$ cat src/rtl/exec_muldiv_seq.sv
// exec_muldiv_seq
// Multi-cycle MUL/DIV sequencer for the execute stage. It borrows the
// shared 16-bit exec ALU one iteration per cycle: shift-add for the
// 16x16->32 multiply and restoring division for 32/16 divide.
//
// Ports:
//   iClk, iRst_n          clock (rising edge), asynchronous active-low reset
//   iStart, iOp           start request (sampled in IDLE), 0=MUL 1=DIV
//   iOpHi, iOpLo, iOpB    DX / AX / multiplier-or-divisor
//   iSigned               IMUL/IDIV select (only with EXEC_MULDIV_SIGNED_EN)
//   iFlush                synchronous abort back to IDLE
//   oAluFunc/R1/R2/Carry  drive to the shared ALU (combinational from state)
//   iAluResult            17-bit ALU result, bit16 = carry / borrow
//   oBusy                 ALU is owned by this block
//   oDone, oDivErr        one-cycle completion pulse and divide error flag
//   oResHi, oResLo        product hi/lo, or remainder/quotient
//
// Optional feature macro: EXEC_MULDIV_SIGNED_EN (signed ops, PRE/POST
// states, 19-cycle latency). Undefined: unsigned only, 17-cycle latency.
module exec_muldiv_seq (
  input  logic        iClk,
  input  logic        iRst_n,
  input  logic        iStart,
  input  logic        iOp,
  input  logic [15:0] iOpHi,
  input  logic [15:0] iOpLo,
  input  logic [15:0] iOpB,
`ifdef EXEC_MULDIV_SIGNED_EN
  input  logic        iSigned,
`endif
  input  logic        iFlush,
  output logic [3:0]  oAluFunc,
  output logic [15:0] oAluR1,
  output logic [15:0] oAluR2,
  output logic        oAluCarry,
  input  logic [16:0] iAluResult,
  output logic        oBusy,
  output logic        oDone,
  output logic        oDivErr,
  output logic [15:0] oResHi,
  output logic [15:0] oResLo
);

  localparam logic [3:0] FN_ADD  = 4'b0000;
  localparam logic [3:0] FN_SUB  = 4'b0101;
  localparam logic [3:0] FN_PASS = 4'b1101;

  typedef enum logic [2:0] {S_IDLE, S_PRE, S_CALC, S_POST, S_DONE} state_t;

  state_t      state_q;
  logic [4:0]  cnt_q;
  logic        op_q;
  logic [15:0] p_q;      // MUL high accumulator / DIV partial remainder
  logic [15:0] q_q;      // MUL multiplier shift reg / DIV quotient shift reg
  logic [15:0] b_q;
  logic        done_q, err_q;
  logic [15:0] res_hi_q, res_lo_q;

  logic [16:0] t_w;
  logic        qbit_w;
  logic [15:0] p_d, q_d;
  logic [3:0]  alu_func;
  logic [15:0] alu_r1, alu_r2;

`ifdef EXEC_MULDIV_SIGNED_EN
  logic        sgn_q, neg_q, rneg_q;
  logic [31:0] dvd_neg, prod_neg;
  logic [15:0] lo_neg, b_mag, div_hi_mag, quo_neg, rem_neg;
  logic        quo_ovf;

  // Magnitudes are formed locally so the ALU stays free for the iterations.
  assign dvd_neg    = 32'd0 - {p_q, q_q};
  assign prod_neg   = dvd_neg;
  assign lo_neg     = 16'd0 - q_q;
  assign b_mag      = (sgn_q && b_q[15]) ? (16'd0 - b_q) : b_q;
  assign div_hi_mag = (sgn_q && p_q[15]) ? dvd_neg[31:16] : p_q;
  assign quo_neg    = 16'd0 - q_q;
  assign rem_neg    = 16'd0 - p_q;
  assign quo_ovf    = sgn_q && (neg_q ? (q_q > 16'h8000) : (q_q > 16'h7FFF));
  assign oBusy      = (state_q == S_PRE) || (state_q == S_CALC) || (state_q == S_POST);
`else
  assign oBusy      = (state_q == S_CALC);
`endif

  // One iteration: the ALU result is consumed in the cycle it is produced.
  always_comb begin
    alu_func = FN_PASS;
    alu_r1   = 16'h0;
    alu_r2   = 16'h0;
    p_d      = p_q;
    q_d      = q_q;
    t_w      = {p_q, q_q[15]};
    qbit_w   = 1'b0;
    if (state_q == S_CALC) begin
      if (!op_q) begin
        alu_r1 = p_q;
        if (q_q[0]) begin
          alu_func = FN_ADD;
          alu_r2   = b_q;
        end
        // 33-bit right shift keeps the add carry as the new P[15].
        {p_d, q_d} = {iAluResult, q_q[15:1]};
      end else begin
        alu_func = FN_SUB;
        alu_r1   = t_w[15:0];
        alu_r2   = b_q;
        // T[16] set means T >= B even when the 16-bit subtract borrows.
        qbit_w   = t_w[16] | ~iAluResult[16];
        p_d      = qbit_w ? iAluResult[15:0] : t_w[15:0];
        q_d      = {q_q[14:0], qbit_w};
      end
    end
  end

  assign oAluFunc  = alu_func;
  assign oAluR1    = alu_r1;
  assign oAluR2    = alu_r2;
  assign oAluCarry = 1'b0;
  assign oDone     = done_q;
  assign oDivErr   = err_q;
  assign oResHi    = res_hi_q;
  assign oResLo    = res_lo_q;

  always_ff @(posedge iClk or negedge iRst_n) begin
    if (!iRst_n) begin
      state_q  <= S_IDLE;
      cnt_q    <= 5'd0;
      op_q     <= 1'b0;
      p_q      <= 16'h0;
      q_q      <= 16'h0;
      b_q      <= 16'h0;
      done_q   <= 1'b0;
      err_q    <= 1'b0;
      res_hi_q <= 16'h0;
      res_lo_q <= 16'h0;
`ifdef EXEC_MULDIV_SIGNED_EN
      sgn_q    <= 1'b0;
      neg_q    <= 1'b0;
      rneg_q   <= 1'b0;
`endif
    end else if (iFlush) begin
      state_q <= S_IDLE;
      done_q  <= 1'b0;
      err_q   <= 1'b0;
    end else begin
      done_q <= 1'b0;
      err_q  <= 1'b0;
      case (state_q)
        S_IDLE: begin
          if (iStart) begin
            op_q  <= iOp;
            b_q   <= iOpB;
            q_q   <= iOpLo;
            p_q   <= iOp ? iOpHi : 16'h0;
            cnt_q <= 5'd0;
`ifdef EXEC_MULDIV_SIGNED_EN
            sgn_q   <= iSigned;
            neg_q   <= 1'b0;
            rneg_q  <= 1'b0;
            state_q <= S_PRE;
`else
            // High word >= divisor means the quotient cannot fit 16 bits.
            if (iOp && (iOpHi >= iOpB)) begin
              state_q <= S_DONE;
              done_q  <= 1'b1;
              err_q   <= 1'b1;
            end else begin
              state_q <= S_CALC;
            end
`endif
          end
        end
`ifdef EXEC_MULDIV_SIGNED_EN
        S_PRE: begin
          if (sgn_q) begin
            neg_q  <= (op_q ? p_q[15] : q_q[15]) ^ b_q[15];
            rneg_q <= op_q & p_q[15];
            b_q    <= b_mag;
            if (op_q) begin
              if (p_q[15]) {p_q, q_q} <= dvd_neg;
            end else if (q_q[15]) begin
              q_q <= lo_neg;
            end
          end
          if (op_q && (div_hi_mag >= b_mag)) begin
            state_q <= S_DONE;
            done_q  <= 1'b1;
            err_q   <= 1'b1;
          end else begin
            state_q <= S_CALC;
          end
        end
`endif
        S_CALC: begin
          p_q   <= p_d;
          q_q   <= q_d;
          cnt_q <= cnt_q + 5'd1;
          if (cnt_q == 5'd15) begin
`ifdef EXEC_MULDIV_SIGNED_EN
            state_q <= S_POST;
`else
            state_q  <= S_DONE;
            done_q   <= 1'b1;
            res_hi_q <= p_d;
            res_lo_q <= q_d;
`endif
          end
        end
`ifdef EXEC_MULDIV_SIGNED_EN
        S_POST: begin
          state_q <= S_DONE;
          done_q  <= 1'b1;
          if (!op_q) begin
            {res_hi_q, res_lo_q} <= neg_q ? prod_neg : {p_q, q_q};
          end else if (quo_ovf) begin
            err_q <= 1'b1;
          end else begin
            res_lo_q <= neg_q ? quo_neg : q_q;
            res_hi_q <= rneg_q ? rem_neg : p_q;
          end
        end
`endif
        S_DONE:  state_q <= S_IDLE;
        default: state_q <= S_IDLE;
      endcase
    end
  end

endmodule

$ cat config.mk
export PLATFORM = sky130hd
export DESIGN_NAME = exec_muldiv_seq
export DESIGN_NICKNAME = d
export VERILOG_FILES = /design/src/rtl/exec_muldiv_seq.sv
export SDC_FILE = /design/constraint.sdc
export NUM_CORES = 1
export LEC_CHECK = 0
export ABC_CLOCK_PERIOD_IN_PS = 2800
export CORE_UTILIZATION = 50
export CTS_BUF_LIST = sky130_fd_sc_hd__clkbuf_4
export CTS_CLUSTER_DIAMETER = 100
export DETAILED_ROUTE_END_ITERATION = 6
export GPL_ROUTABILITY_DRIVEN = 0
export PLACE_DENSITY = 0.89
export SLEW_MARGIN = 10
export SYNTH_ARGS = -nofsm -noshare
export SYNTH_HDL_FRONTEND = slang
export SYNTH_SLANG_ARGS = --single-unit
$ cat constraint.sdc
create_clock -name iClk -period 2.8 [get_ports iClk]
set_input_delay 0.84 -clock iClk [delete_from_list [all_inputs] [get_ports iClk]]
set_output_delay 0.84 -clock iClk [all_outputs]
set_load 0.1 [all_outputs]
After elaboration in Yosys (flattened, before gate mapping)

Cells that the tools add are included.

Logic and storage cells: 57
Output and inout port bits: 72
Flip-flop bits (word level): 91
Bits of input ports: 70

Multiplexer cells: 30
Equality and inequality tests: 5
Magnitude comparators: 1
Bitwise gates (word level): 3
Add/subtract/negate cells: 1
Reductions and logical operators: 7

Operators with widths:

| kind                                                 | number |
|---|---|
| two-way mux 16 bit                                   | 11 |
| case mux 16 bit (2 select lines)                     | 2 |
| >= comparator 16 bit                                 | 1 |
| two-way mux 3 bit                                    | 4 |
| two-way mux 4 bit                                    | 3 |
| case mux 5 bit (2 select lines)                      | 1 |
| AND reduction 3 bit                                  | 3 |
| two-way mux 1 bit                                    | 6 |
| case mux 3 bit (2 select lines)                      | 1 |
| adder 5 x 1 -> 5 bit (second input constant)         | 1 |
| equality test 5 x 4 -> 1 bit (second input constant) | 1 |
| two-way mux 5 bit                                    | 1 |
| equality test 3 x 2 -> 1 bit (second input constant) | 1 |
| logical NOT 3 bit                                    | 1 |
| != test 3 x 2 -> 1 bit (second input constant)       | 1 |
| != test 3 bit (second input constant)                | 1 |
| != test 2 bit (second input constant)                | 1 |
| inverter 1 bit                                       | 2 |
| case mux 1 bit (2 select lines)                      | 1 |
| AND reduction 2 bit                                  | 1 |
| nonzero test 2 bit                                   | 1 |
| logical AND 1 bit                                    | 1 |
| bitwise OR 1 bit                                     | 1 |

Longest topological paths before layout

Gate-level depths: netlist of run 1.

Depth in word-level cells: 6
Mapped depth: 8

Worst setup path before layout of run 1

OpenSTA, ideal clock, no wires.

Path kind: reg-to-output
Start point: reg state_q[2]
End point: out oAluFunc[2]
Slack: -1103 ps
Arrival time: 3063 ps
Cell stages (with the launch flop): 7
Required time: 1960 ps
Cells stage by stage: dfrtp_1 > nand2b_1 > clkbuf_1 > clkbuf_1 > inv_1 > nand3_1 > buf_4

Cells in the longest elaborated chain, start to end: 2

RTL lines:

| element                      | RTL line | source |
|---|---|---|
| from (decl)                  | 50       | `state_t state_q;` |
| from (signal assigned)       | 126      | `state_q <= S_IDLE;` |
| from (signal assigned)       | 142      | `state_q <= S_IDLE;` |
| from (signal assigned)       | 164      | `state_q <= S_DONE;` |
| equality test 3 x 2 -> 1 bit | --       |  |
| via oBusy                    | 37       | `output logic oBusy,` |
| two-way mux 4 bit            | 94       | `if (state_q == S_CALC) begin` |
| to (decl)                    | 32       | `output logic [3:0] oAluFunc,` |

The timed path passes the listed nets, and every way through them passes these cells.

Final worst setup path of run 1

Start point: reg op_q
End point: out oAluR1[6]

Cells in the longest elaborated chain, start to end: 2

RTL lines:

| element                | RTL line | source |
|---|---|---|
| from (decl)            | 52       | `logic op_q;` |
| from (signal assigned) | 151      | `op_q <= iOp;` |
| two-way mux 16 bit     | 95       | `if (!op_q) begin` |
| two-way mux 16 bit     | 94       |  |
| to (decl)              | 33       | `output logic [15:0] oAluR1,` |

Every way passes these cells.

==> results.sh, run 1 <==
export IMPL_status="finished, final reports clean"
export IMPL_coreArea_sq_um=9730
export IMPL_netlist_area_leader_share=0.451
export IMPL_grtUsageTotal=0.264
export IMPL_wl_per_cell_um=16.6
export IMPL_drt_wl_total_um=13400
export IMPL_cts_buffers=9
export IMPL_max_cap_violations=0
export IMPL_ys_types=39
export IMPL_peakVddDrop_mv=0.302
export IMPL_synth_seq_cells=90
export IMPL_drtIter0Drc=233
export IMPL_setup_viol=0
export IMPL_port_buffers=139
export IMPL_p_per_area_nw_per_um2=548
export IMPL_die_x_um=102
export IMPL_synth_seq_area_share=0.451
export IMPL_area_delta_synth_final_pct=42.3
export IMPL_drt_met1_wl_um=5550
export IMPL_r2r_slack_ns=0.89
export IMPL_final_util=0.730
export IMPL_worstSkewPairLatency_ns=0.44
export IMPL_synth_main_ff_cell="dfrtp_1"
export IMPL_cts_sinks=90
export IMPL_crit_type="reg2out"
export IMPL_first_global_vias=4354
export IMPL_max_freq_ghz=0.372
export IMPL_ant_nets=0
export IMPL_syn_avg_cell_area_sq_um=9.42
export IMPL_final_setup_tns_ns=0
export IMPL_start_util=0.513
export IMPL_vias_per_cell=5.53
export IMPL_synthTopCellsByArea="dfrtp_1 (45%), mux2i_1 (9.4%), a211oi_1 (4.7%)"
export IMPL_clockRootBuffer="clkbuf_4"
export IMPL_antenna_found_initial=0
export IMPL_synthTopCellsByCount="dfrtp_1 (90), nor2_1 (57), nand2_1 (53)"
export IMPL_synthArstFlopShare=1.00
export IMPL_drtPass1Iterations=7
export IMPL_yosysWarnings=0
export IMPL_required_ns=1.96
export IMPL_pre_cts_ws_ns=-0.250
export IMPL_p_leak_nw=3.37
export IMPL_dieArea_sq_um=10400
export IMPL_syn_area_sq_um=4990
export IMPL_met3_length_um=687
export IMPL_die_h_um=102
export IMPL_cp_max_fo=80
export IMPL_arrival_ns=1.85
export IMPL_endpoint_kind="output pin"
export IMPL_hold_viol_final=0
export IMPL_cts_max_level=3
export IMPL_min_period_over_period=0.960
export IMPL_rows=36
export IMPL_cts_hold_fix_buffers=0
export IMPL_clk_pin_slew_worst_paths_ns=0.17
export IMPL_yosysMostFrequentCell="dfrtp_1"
export IMPL_grt_pass1_wl_um=21200
export IMPL_hpwl_um=10300
export IMPL_drv_slew=0
export IMPL_slew_headroom=0.583
export IMPL_fin_skew_ns=0.0200
export IMPL_vias=4456
export IMPL_tightest_slew_ns=0.625
export IMPL_maxUsedRoutingLayer="met4"
export IMPL_cts_buffer_depth=2
export IMPL_syn_inst=530
export IMPL_route_met2_wl_um=6680
export IMPL_yosysTopAreaCell="dfrtp_1"
export IMPL_io_pins=142
export IMPL_nFillCells=680
export IMPL_start_kind="register"
export IMPL_hp_class="in2async"
export IMPL_fin_nets=756
export IMPL_layout_setup_ws_ns=0.111
export IMPL_cts_tree="built"
export IMPL_n_antenna_cell=0
export IMPL_rsz0062_at_grt="false"
export IMPL_route_detailed_drc=0
export IMPL_synth_edf_count=0
export IMPL_period_minus_slack_ns=2.69
export IMPL_grt_max_degree=81
export IMPL_grt_overflow=0
export IMPL_drive_gt1_frac=0.224
[report_power, final]
group / switching (mW) / internal (mW) / leakage [nW]
clock: 0.486 / 0.289 / 0.0766
combinational: 0.898 / 0.598 / 2.12
sequential: 0.150 / 1.47 / 1.17
[cell families (layout without fill, tap and decap cells)]
| logic type | count (synthesis) | in the layout | synth area share |
|---|---|---|---|
| flip-flops | 90 | 90 | 0.451 |
| multiplexers | 63 | 63 | 0.130 |
| AND/OR/NAND/NOR | 146 | 146 | 0.127 |
| AO/OA/AOI/OAI | 147 | 147 | 0.181 |
| buffers and inverters | 63 | 205 | 0.0611 |
| other | 1 | 2 | 0.000751 |
| adder cells (fa/ha/maj) | 18 | 18 | 0.0451 |
| XOR/XNOR | 2 | 2 | 0.00351 |
[what timing repair did]
item / 4_1_cts / 5_1_grt
setup buffers: 0 / 0
endpoints found under the setup margin: 0 / 2
gates resized for setup: 0 / 1
[worst max-delay path, cell delays in order (launching register included)]
cell,delay (ns)
dfrtp_4,0.46
buf_12,0.35
mux2i_1,0.31
nor2_2,0.09
buf_12,0.18
[metal layers]
layer,track usage,up-vias
li1,-,2138
met1,0.335,2124
met4,0.100,0
met5,0,-
met2,0.449,159
met3,0.0513,35
[flip-flops by register name, summed over array words and instances (netlist names)]
register,cells
b_q,16
cnt_q,5
oDivErr,1
oDone,1
oResHi,16
oResLo,16
op_q,1
p_q,16
q_q,16
state_q,2
[cells in the final DEF, fill, tap and decap left out, types with 2 or more instances in the layout]
cell | synthesis | final
and2_1 | 16 | 16
dfrtp_1 | 90 | 89
buf_4 | 4 | 58
nand3_1 | 3 | 2
a21o_1 | 15 | 15
nand4_1 | 4 | 4
inv_8 | 0 | 2
clkbuf_4 | 0 | 9
clkinvlp_4 | 0 | 3
o21ai_1 | 12 | 11
a31oi_1 | 15 | 15
a211oi_1 | 31 | 31
mux2i_1 | 47 | 47
ha_1 | 18 | 18
nor2_2 | 0 | 16
mux2_1 | 4 | 4
nand2_1 | 53 | 53
or3_1 | 2 | 2
inv_1 | 22 | 21
mux2_2 | 12 | 12
nor2_1 | 57 | 41
nand2b_1 | 6 | 5
xor2_1 | 2 | 2
conb_1 | 1 | 2
clkdlybuf4s50_1 | 0 | 68
buf_12 | 0 | 40
a21oi_1 | 23 | 23
o21ai_0 | 41 | 41
o21a_1 | 3 | 3
[worst paths after layout]
kind	from	endpoint	cells after the start
worst max-delay path	op_q	oAluR1[6]	4
min in group iClk	oResHi[14]	oResHi[14]	1
worst max register to register	cnt_q[0]	oResHi[14]	7
worst min register to register	oResHi[14]	oResHi[14]	1
worst min-delay path	iRst_n	oResLo[9]	1
max in group asynchronous	iRst_n	oResLo[4]	2
[cell type report]
| class | count | area [sq um] | share of cell area |
|---|---|---|---|
| multi-input cells | 378 | 2520 | 0.354 |
| flip-flops and latches | 90 | 2260 | 0.317 |
| repair buffers | 167 | 1930 | 0.271 |
| well taps | 133 | 166 | 0.0234 |
| inverters | 22 | 86.3 | 0.0122 |
| clock inverters | 7 | 85.1 | 0.0120 |
| clock buffers | 9 | 67.6 | 0.00951 |
[stage by stage]
step	std cells	hold slack [ns]	power (mW)	cell area, sq um
3_5_place_dp	790	0.467	3.13	6950
3_3_place_gp	790	0.460	3.07	6950
5_1_grt	806	0.406	4.08	7110
4_1_cts	806	0.387	3.90	7100
6_report	806	0.376	3.89	7110
2_1_floorplan	531	0.449	2.57	5070
Note: power is estimated with default switching activity, not from simulation.
==> inputs of run 2 (changes only) <==
- REMOVE_ABC_BUFFERS: default -> 1
==> results.sh, run 2 (synthesized netlist as in run 1, its figures left out) <==
export IMPL_cts_hold_fix_buffers=0
export IMPL_cts_buffer_depth=2
export IMPL_layout_setup_ws_ns=0.0906
export IMPL_n_antenna_cell=0
export IMPL_pre_cts_ws_ns=-0.289
export IMPL_rr_worst_depth=7
export IMPL_met1_usage=0.306
export IMPL_layout_common_cells="dfrtp_1 (89), clkdlybuf4s50_1 (68), nor2_1 (55), nand2_1 (53), buf_4 (53)"
export IMPL_peakVddDrop_mv=0.339
export IMPL_clk_pin_slew_worst_paths_ns=0.15
export IMPL_cts_buffers=9
export IMPL_grt_util_met2=0.469
export IMPL_drtIter0Drc=172
export IMPL_status="finished, final reports clean"
export IMPL_timing_rr_start="state_q[2]"
export IMPL_max_freq_ghz=0.369
export IMPL_arrival_ns=1.87
export IMPL_antenna_found_initial=0
export IMPL_required_ns=1.96
export IMPL_cts_tree="built"
export IMPL_grt_use_met3=0.0746
export IMPL_p_leak_nw=3.36
export IMPL_drt_wl_total_um=13300
export IMPL_first_global_vias=4497
export IMPL_min_period_over_period=0.968
export IMPL_hp_class="in2async"
export IMPL_cts_sinks=90
export IMPL_cp_max_fo=54
export IMPL_p_per_area_nw_per_um2=545
export IMPL_path_depth=4
export IMPL_die_x_um=102
export IMPL_start_util=0.513
export IMPL_placed_area_sq_um=6860
export IMPL_drive_gt1_frac=0.193
export IMPL_route_detailed_drc=0
export IMPL_endpoint_kind="output pin"
export IMPL_worstSkewPairLatency_ns=0.44
export IMPL_wl_per_cell_um=16.6
export IMPL_grtUsageTotal=0.268
export IMPL_area_delta_synth_final_pct=40.4
export IMPL_drtPass1Iterations=5
export IMPL_cp_slowest_cell="dfrtp_4"
export IMPL_max_stage_delay_ns=0.60
export IMPL_grt_max_degree=82
export IMPL_reg2reg_to="oResHi[2]"
export IMPL_design_area_sq_um=7010
export IMPL_cts_max_level=3
export IMPL_max_cap_violations=0
export IMPL_io_pins=142
export IMPL_drv_slew=0
export IMPL_vias=4420
export IMPL_endpoint="oAluR1[12]"
export IMPL_crit_type="reg2out"
export IMPL_cp_cell_sequence="buf_16 > mux2i_1 > nor2_1 > buf_12"
export IMPL_coreArea_sq_um=9730
export IMPL_setup_viol=0
export IMPL_crit_buf_inv=2
export IMPL_nFillCells=740
export IMPL_vias_per_cell=5.52
export IMPL_final_common_cell="dfrtp_1"
export IMPL_grt_pass1_wl_um=21200
export IMPL_tightest_slew_ns=0.801
export IMPL_crit_path_start="op_q"
export IMPL_fin_nets=751
export IMPL_start_kind="register"
export IMPL_critPathTopFamily="flip-flops"
export IMPL_r2r_slack_ns=0.78
export IMPL_clockRootBuffer="clkbuf_4"
export IMPL_rsz0062_at_grt="false"
export IMPL_port_buffers=139
export IMPL_grt_overflow=0
export IMPL_dieArea_sq_um=10400
export IMPL_rows=36
export IMPL_whs_ns=0.369
export IMPL_slew_headroom=0.464
export IMPL_top_usage_layer="met2"
export IMPL_hold_viol_final=0
export IMPL_die_h_um=102
export IMPL_fin_skew_ns=0.0195
export IMPL_hpwl_um=9890
export IMPL_ant_nets=0
export IMPL_period_minus_slack_ns=2.71
run 2: worst min-delay path by stage:
stage	cells after the start	endpoint	slack, ns
4_1_cts	1	q_q[8]	0.37
5_1_grt	1	q_q[8]	0.38
2_1_floorplan	1	b_q[0]	0.45
3_5_place_dp	1	oResHi[10]	0.47
3_3_place_gp	1	oResHi[7]	0.46
6_report	1	q_q[8]	0.37
run 2: where the power goes:
part / switching [mW] / internal (mW) / total (mW) / leakage, nW
Combinational: 0.876 / 0.592 / 1.47 / 2.11
Clock: 0.458 / 0.269 / 0.727 / 0.0698
Sequential: 0.156 / 1.47 / 1.63 / 1.17
run 2: stage by stage:
stage / power [mW] / instances / TNS, ns / util
global placement: 3.03 / 785 / -0.559 / 0.705
detailed placement: 3.11 / 785 / -0.943 / 0.705
global route: 4.01 / 801 / 0 / 0.721
finish: 3.82 / 801 / 0 / 0.721
floorplan: 2.52 / 490 / -76.04 / -
CTS: 3.83 / 801 / 0 / 0.719
run 2: cell type report:
class / count / area, sq um / area share
Tap cell: 133 / 166 / 0.0237
Multi-Input combinational cell: 378 / 2460 / 0.351
Timing Repair Buffer: 162 / 1910 / 0.272
Clock buffer: 9 / 67.6 / 0.00964
Clock inverter: 7 / 67.6 / 0.00964
Sequential cell: 90 / 2260 / 0.322
Inverter: 22 / 82.6 / 0.0118
run 2: timing repair:
action                     in CTS  in global routing
setup endpoints to repair       0                  1
gates resized for setup         0                  3
buffers inserted                0                  0
run 2: metal layers:
metal  wire (um)  vias to the layer above
met1        5190                     2087
met4         301                        0
met3        1020                       26
met2        6770                      183
met5           0                        -
li1            -                     2124
